### src/rtl/sram_fifo_controller_pkg.sv
// Shared sizing for the SRAM-backed FIFO controller and the RAM it drives.
package sram_fifo_controller_pkg;

  localparam int unsigned DATA_WIDTH  = 32;
  localparam int unsigned ADDR_WIDTH  = 7;
  localparam int unsigned DEPTH       = 2 ** ADDR_WIDTH;
  localparam int unsigned STAGE_DEPTH = 2;

  typedef logic [1:0] stage_count_t;

endpackage

### src/rtl/sram_fifo_controller_if.sv
// Push/pop handshakes, RAM port and status of the SRAM FIFO controller.
interface sram_fifo_controller_if #(
  parameter int unsigned DATA_WIDTH = sram_fifo_controller_pkg::DATA_WIDTH,
  parameter int unsigned ADDR_WIDTH = sram_fifo_controller_pkg::ADDR_WIDTH
);

  logic [DATA_WIDTH-1:0] pushData;
  logic                  pushValid;
  logic                  pushReady;
  logic [DATA_WIDTH-1:0] popData;
  logic                  popValid;
  logic                  popReady;
  logic [ADDR_WIDTH-1:0] ramWriteAddress;
  logic                  ramWriteEnable;
  logic [DATA_WIDTH-1:0] ramWriteData;
  logic [ADDR_WIDTH-1:0] ramReadAddress;
  logic [DATA_WIDTH-1:0] ramReadData;
  logic [ADDR_WIDTH:0]   level;
  logic                  empty;
  logic                  full;

  modport master (
    input  pushData, pushValid, popReady, ramReadData,
    output pushReady, popData, popValid, ramWriteAddress, ramWriteEnable, ramWriteData,
           ramReadAddress, level, empty, full
  );

  modport slave (
    output pushData, pushValid, popReady, ramReadData,
    input  pushReady, popData, popValid, ramWriteAddress, ramWriteEnable, ramWriteData,
           ramReadAddress, level, empty, full
  );

endinterface

### src/rtl/fifo_output_stage.sv
// Two-entry queue that catches RAM read data and presents the FIFO head.
module fifo_output_stage #(
  parameter int unsigned DATA_WIDTH = sram_fifo_controller_pkg::DATA_WIDTH
) (
  input  logic                  clock,
  input  logic                  reset,
  input  logic                  in_valid,
  input  logic [DATA_WIDTH-1:0] in_data,
  input  logic                  pop,
  output logic                  out_valid,
  output logic [DATA_WIDTH-1:0] out_data,
  output logic [1:0]            count
);
  import sram_fifo_controller_pkg::*;

  logic [DATA_WIDTH-1:0] entry_q [STAGE_DEPTH];
  logic                  head_q;
  logic                  tail_q;
  stage_count_t          count_q;

  // The controller never sends data that would overflow, nor pops when empty.
  always_ff @(posedge clock) begin
    if (reset) begin
      entry_q <= '{default: '0};
      head_q  <= 1'b0;
      tail_q  <= 1'b0;
      count_q <= '0;
    end else begin
      if (in_valid) begin
        entry_q[tail_q] <= in_data;
        tail_q          <= ~tail_q;
      end
      if (pop) begin
        head_q <= ~head_q;
      end
      count_q <= count_q + stage_count_t'(in_valid) - stage_count_t'(pop);
    end
  end

  assign out_valid = (count_q != '0);
  assign out_data  = entry_q[head_q];
  assign count     = count_q;

endmodule

### src/rtl/sram_fifo_controller.sv
// FIFO whose storage is an external semi-dual-port RAM with 1-cycle registered read,
// fronted by a 2-entry output stage so the head is always available combinationally.
module sram_fifo_controller #(
  parameter int unsigned DATA_WIDTH = sram_fifo_controller_pkg::DATA_WIDTH,
  parameter int unsigned ADDR_WIDTH = sram_fifo_controller_pkg::ADDR_WIDTH
) (
  input logic                    clock,
  input logic                    reset,
  sram_fifo_controller_if.master bus
);
  import sram_fifo_controller_pkg::*;

  localparam int unsigned FIFO_DEPTH  = 2 ** ADDR_WIDTH;
  localparam int unsigned LEVEL_WIDTH = ADDR_WIDTH + 1;
  localparam logic [LEVEL_WIDTH-1:0] FULL_LEVEL = LEVEL_WIDTH'(FIFO_DEPTH);

  logic [ADDR_WIDTH-1:0]  wptr_q;
  logic [ADDR_WIDTH-1:0]  rptr_q;
  logic [LEVEL_WIDTH-1:0] level_q;
  logic [LEVEL_WIDTH-1:0] unissued_q;
  logic                   inflight_q;

  logic                  push_ready;
  logic                  push_fire;
  logic                  pop_fire;
  logic                  issue;
  logic [2:0]            occupancy;
  stage_count_t          out_count;
  logic                  out_valid;
  logic [DATA_WIDTH-1:0] out_data;

  // Handshake outputs come from registered level only, so a pop at full does not
  // open pushReady until the next cycle.
  assign push_ready = ~reset & (level_q != FULL_LEVEL);
  assign push_fire  = bus.pushValid & push_ready;
  assign pop_fire   = bus.popValid & bus.popReady;

  // Issue only while the output stage can absorb the word after this cycle's pop.
  assign occupancy = 3'(out_count) + 3'(inflight_q);
  assign issue     = (unissued_q != '0) && (occupancy < (pop_fire ? 3'd3 : 3'd2));

  always_ff @(posedge clock) begin
    if (reset) begin
      wptr_q     <= '0;
      rptr_q     <= '0;
      level_q    <= '0;
      unissued_q <= '0;
      inflight_q <= 1'b0;
    end else begin
      if (push_fire) begin
        wptr_q <= wptr_q + 1'b1;
      end
      if (issue) begin
        rptr_q <= rptr_q + 1'b1;
      end
      inflight_q <= issue;
      unissued_q <= unissued_q + LEVEL_WIDTH'(push_fire) - LEVEL_WIDTH'(issue);
      case ({push_fire, pop_fire})
        2'b10:   level_q <= level_q + 1'b1;
        2'b01:   level_q <= level_q - 1'b1;
        default: level_q <= level_q;
      endcase
    end
  end

  fifo_output_stage #(
    .DATA_WIDTH (DATA_WIDTH)
  ) u_output_stage (
    .clock     (clock),
    .reset     (reset),
    .in_valid  (inflight_q),
    .in_data   (bus.ramReadData),
    .pop       (pop_fire),
    .out_valid (out_valid),
    .out_data  (out_data),
    .count     (out_count)
  );

  assign bus.pushReady       = push_ready;
  assign bus.popValid        = ~reset & out_valid;
  assign bus.popData         = reset ? '0 : out_data;
  assign bus.ramWriteEnable  = push_fire;
  assign bus.ramWriteAddress = wptr_q;
  assign bus.ramWriteData    = bus.pushData;
  assign bus.ramReadAddress  = rptr_q;
  assign bus.level           = reset ? '0 : level_q;
  assign bus.empty           = reset | (level_q == '0);
  assign bus.full            = ~reset & (level_q == FULL_LEVEL);

endmodule

### src/flat_wrapper.sv
// flat-port wrapper written by rule: the top's interface ports become plain ports
module sram_fifo_controller_flat import sram_fifo_controller_pkg::*;
#(
  parameter int unsigned DATA_WIDTH = sram_fifo_controller_pkg::DATA_WIDTH,
  parameter int unsigned ADDR_WIDTH = sram_fifo_controller_pkg::ADDR_WIDTH
)
  (clock, reset, bus_pushData, bus_pushValid, bus_popReady, bus_ramReadData, bus_pushReady, bus_popData, bus_popValid, bus_ramWriteAddress, bus_ramWriteEnable, bus_ramWriteData, bus_ramReadAddress, bus_level, bus_empty, bus_full);
  sram_fifo_controller_if #(.DATA_WIDTH(DATA_WIDTH), .ADDR_WIDTH(ADDR_WIDTH)) bus_i ();
  input logic clock;
  input logic reset;
  input wire logic [$bits(bus_i.pushData)-1:0] bus_pushData;
  input wire logic [$bits(bus_i.pushValid)-1:0] bus_pushValid;
  input wire logic [$bits(bus_i.popReady)-1:0] bus_popReady;
  input wire logic [$bits(bus_i.ramReadData)-1:0] bus_ramReadData;
  output wire logic [$bits(bus_i.pushReady)-1:0] bus_pushReady;
  output wire logic [$bits(bus_i.popData)-1:0] bus_popData;
  output wire logic [$bits(bus_i.popValid)-1:0] bus_popValid;
  output wire logic [$bits(bus_i.ramWriteAddress)-1:0] bus_ramWriteAddress;
  output wire logic [$bits(bus_i.ramWriteEnable)-1:0] bus_ramWriteEnable;
  output wire logic [$bits(bus_i.ramWriteData)-1:0] bus_ramWriteData;
  output wire logic [$bits(bus_i.ramReadAddress)-1:0] bus_ramReadAddress;
  output wire logic [$bits(bus_i.level)-1:0] bus_level;
  output wire logic [$bits(bus_i.empty)-1:0] bus_empty;
  output wire logic [$bits(bus_i.full)-1:0] bus_full;
  assign bus_i.pushData = bus_pushData;
  assign bus_i.pushValid = bus_pushValid;
  assign bus_i.popReady = bus_popReady;
  assign bus_i.ramReadData = bus_ramReadData;
  assign bus_pushReady = bus_i.pushReady;
  assign bus_popData = bus_i.popData;
  assign bus_popValid = bus_i.popValid;
  assign bus_ramWriteAddress = bus_i.ramWriteAddress;
  assign bus_ramWriteEnable = bus_i.ramWriteEnable;
  assign bus_ramWriteData = bus_i.ramWriteData;
  assign bus_ramReadAddress = bus_i.ramReadAddress;
  assign bus_level = bus_i.level;
  assign bus_empty = bus_i.empty;
  assign bus_full = bus_i.full;
  sram_fifo_controller #(.DATA_WIDTH(DATA_WIDTH), .ADDR_WIDTH(ADDR_WIDTH)) u_core (.clock(clock), .reset(reset), .bus(bus_i));
endmodule
### config.mk
export PLATFORM = sky130hd
export DESIGN_NAME = sram_fifo_controller_flat
export DESIGN_NICKNAME = d
export VERILOG_FILES = /design/src/rtl/sram_fifo_controller_pkg.sv /design/src/rtl/sram_fifo_controller_if.sv /design/src/rtl/fifo_output_stage.sv /design/src/rtl/sram_fifo_controller.sv /design/src/flat_wrapper.sv
export SDC_FILE = /design/constraint.sdc
export NUM_CORES = 1
export LEC_CHECK = 0
export ABC_AREA = 1
export CORE_MARGIN = 3
export CORE_UTILIZATION = 25
export CTS_BUF_LIST = sky130_fd_sc_hd__clkbuf_16
export CTS_CLUSTER_SIZE = 14
export DETAILED_ROUTE_END_ITERATION = 10
export HOLD_SLACK_MARGIN = 0.08
export MAX_ROUTING_LAYER = met4
export PLACE_DENSITY = 0.52
export SLEW_MARGIN = 25
export SYNTH_ARGS = -nofsm -noshare
export SYNTH_HDL_FRONTEND = slang
export SYNTH_SLANG_ARGS = --single-unit
### constraint.sdc
create_clock -name clock -period 5.1 [get_ports clock]
set_clock_uncertainty 0.1 [all_clocks]
set_input_delay 1.53 -clock clock [delete_from_list [all_inputs] [get_ports clock]]
set_output_delay 1.53 -clock clock [all_outputs]
set_load 0.01 [all_outputs]
==> impl_metrics.env <==
export IMPL_ir_drop_v=0.000195
export IMPL_antenna_found_initial=0
export IMPL_drt_first_pass_iters=4
export IMPL_yosys_top_cells_area="dfxtp_1, nor2_1, o21ai_0"
export IMPL_setup_violations_final=0
export IMPL_cts_tree="yes"
export IMPL_synth_seq_cells=99
export IMPL_cts_buffers=9
export IMPL_crit_type="input pin to output pin"
export IMPL_start_util_pct=25.6
export IMPL_die_h_um=151
export IMPL_cts_resized=0
export IMPL_hpwlAfterDp_um=8810
export IMPL_cp_max_fo=34
export IMPL_netlist_instances=767
export IMPL_syn_nets=861
export IMPL_hold_viol=0
export IMPL_synth_common_cells="nor2_1, o21ai_0, dfxtp_1"
export IMPL_end_kind="output pin"
export IMPL_wirelength_um=13300
export IMPL_synth_most_common_cell="nor2_1"
export IMPL_fin_crit_ns=4.86
export IMPL_dr_max_layer_used="met4"
export IMPL_fmax_mhz=206
export IMPL_cts_sinks=99
export IMPL_dieArea_mm2=0.0227
export IMPL_synth_edf_count=0
export IMPL_grt_max_degree=37
export IMPL_worstMarginPinSlew_ns=0.833
export IMPL_antenna_left=0
export IMPL_period_share_pct=95.3
export IMPL_synth_yosys_seq_area_share_pct=37.9
export IMPL_ys_flop_type="dfxtp_1"
export IMPL_maxSlewHeadroom_pct=44.3
export IMPL_fillers=2250
export IMPL_slew_viol_final=0
export IMPL_utilization_pct=32.0
export IMPL_drc=0
export IMPL_grt_pass1_vias=4284
export IMPL_syn_area_mm2=0.00524
export IMPL_power_density_mw_per_mm2=495
export IMPL_tns_ns=0
export IMPL_gp_congestion=0.783
export IMPL_synth_warnings=0
export IMPL_timing_hold_ws_ns=0.385
export IMPL_drt_iter0_drc=162
export IMPL_cts_setup_buffers=0
export IMPL_crit_required_ns=3.47
export IMPL_route_met2_wl_um=6100
export IMPL_placed_area_mm2=0.00621
export IMPL_rows=52
export IMPL_viasPerCell=4.26
export IMPL_clockBufferDepth=2
export IMPL_min_delay_path_class="flip-flop to flip-flop"
export IMPL_syn_to_final_growth_pct=25.1
export IMPL_clkLatencyLatePin_ns=0.34
export IMPL_clock_root_buffer="clkbuf_16"
export IMPL_syn_area_per_cell_um2=6.83
export IMPL_pin_count=159
export IMPL_port_buffer_count=94
export IMPL_cts_htree_levels=3
export IMPL_crit_path_start_kind="input pin"
export IMPL_grt_overflow=0
export IMPL_drive_above_1_share_pct=4.88
export IMPL_wl_per_cell_um=12.2
export IMPL_drt_met1_wl_um=6450
export IMPL_synth_top_area_share_pct=37.9
export IMPL_status="complete, no violations"
export IMPL_p_leak_nw=2.90
export IMPL_design_area_mm2=0.00655
export IMPL_die_width_um=151
export IMPL_vias=4642
export IMPL_synth_cell_types=32
export IMPL_routed_wl_met3_um=522
export IMPL_rsz0062_at_grt="no"
export IMPL_ys_async_sr_fraction_pct=0
export IMPL_fp_coreArea_mm2=0.0204
export IMPL_clkTransAtPathRegs_ns=0.07
export IMPL_grt_pass1_wl_um=21700
export IMPL_grt_total_usage_pct=12.3
export IMPL_antennaDiodeCount=0
export IMPL_max_cap_violations=0
export IMPL_fin_nets=908
export IMPL_arrival_ns=3.23
export IMPL_synth_top_area_cell="dfxtp_1"
export IMPL_postCtsHoldBufs=0
[per-stage QoR]
step                      total power, mW  std cells  setup slack, ns
final                                3.24       1089            0.242
after global placement               2.50       1073            0.216
after floorplan                      2.07        767             1.21
after CTS                            3.31       1089            0.207
after detailed placement             2.51       1073            0.203
after global routing                 3.56       1089            0.129
[flip-flops by register name (all words and copies together) (netlist names)]
name,cells
u_core.u_output_stage.tail_q,1
u_core.u_output_stage.entry_q,64
u_core.inflight_q,1
u_core.bus.ramWriteAddress,7
u_core.unissued_q,8
u_core.level_q,8
u_core.u_output_stage.count,2
u_core.u_output_stage.head_q,1
u_core.bus.ramReadAddress,7
[worst max-delay path, cell delays in order]
cell and delay, ns:
clkdlybuf4s50_1 0.48, inv_6 0.17, buf_12 0.19, o21ai_0 0.10, nor2_1 0.17, clkdlybuf4s50_1 0.57
[kinds of logic (layout without fill, tap and decap cells)]
| family | after synthesis | in the layout | share of synthesized area [%] |
|---|---|---|---|
| adder cells (fa/ha/maj) | 26 | 26 | 6.50 |
| flip-flops | 99 | 99 | 37.9 |
| XOR/XNOR | 11 | 11 | 1.84 |
| buffers and inverters | 138 | 190 | 13.0 |
| AO/OA/AOI/OAI | 140 | 140 | 13.6 |
| AND/OR/NAND/NOR | 353 | 353 | 27.2 |
[metal layers]
metal | vias up | track usage, %
li1 | 2489 | -
met1 | 2060 | 15.7
met2 | 79 | 19.6
met3 | 14 | 2.71
met4 | 0 | 3.58
met5 | - | -
[layout make-up]
class                      instances  area, um^2  area share, %
timing repair buffer             105        1060           16.2
multi-input combinational        530        2570           39.3
inverter                          69         264           4.03
tap                              270         338           5.16
sequential                        99        1980           30.3
clock inverter                     7         108           1.64
clock buffer                       9         225           3.44
[report_power, final]
part | switching, mW | internal (mW)
Combinational | 0.793 | 0.555
Sequential | 0.122 | 1.00
Clock | 0.331 | 0.439
Total | 1.25 | 2.00
[path summary, 6_finish.rpt]
path	cells after the start	to	slack, ns	start
setup / recovery	6	bus_popData[5]	0.24	reset
hold / removal	2	u_core.u_output_stage.entry_q[5]$_SDFFE_PP0P_	0.39	u_core.u_output_stage.entry_q[5]$_SDFFE_PP0P_
setup reg to reg	15	u_core.unissued_q[6]$_SDFF_PP0_	2.13	u_core.u_output_stage.count[0]$_SDFF_PP0_
hold reg to reg	2	u_core.u_output_stage.entry_q[5]$_SDFFE_PP0P_	0.39	u_core.u_output_stage.entry_q[5]$_SDFFE_PP0P_
[layout by cell type (no fill, tap or decap), drive strengths merged]
cell type	netlist	final
a21boi	1	1
or2	1	1
clkdlybuf4s50	0	94
o21a	2	2
xor2	5	5
fa	2	2
xnor2	6	6
ha	24	24
a21o	1	1
buf	52	11
bufinv	0	2
nand2	75	75
clkbuf	17	9
inv	68	71
clkinv	1	3
a21oi	28	28
nand4	9	9
nor3	1	1
nand3	21	21
o21ai	108	108
nor2	245	245
dfxtp	99	99
nand3b	1	1
No activity file was read; power rests on OpenSTA's default activity.
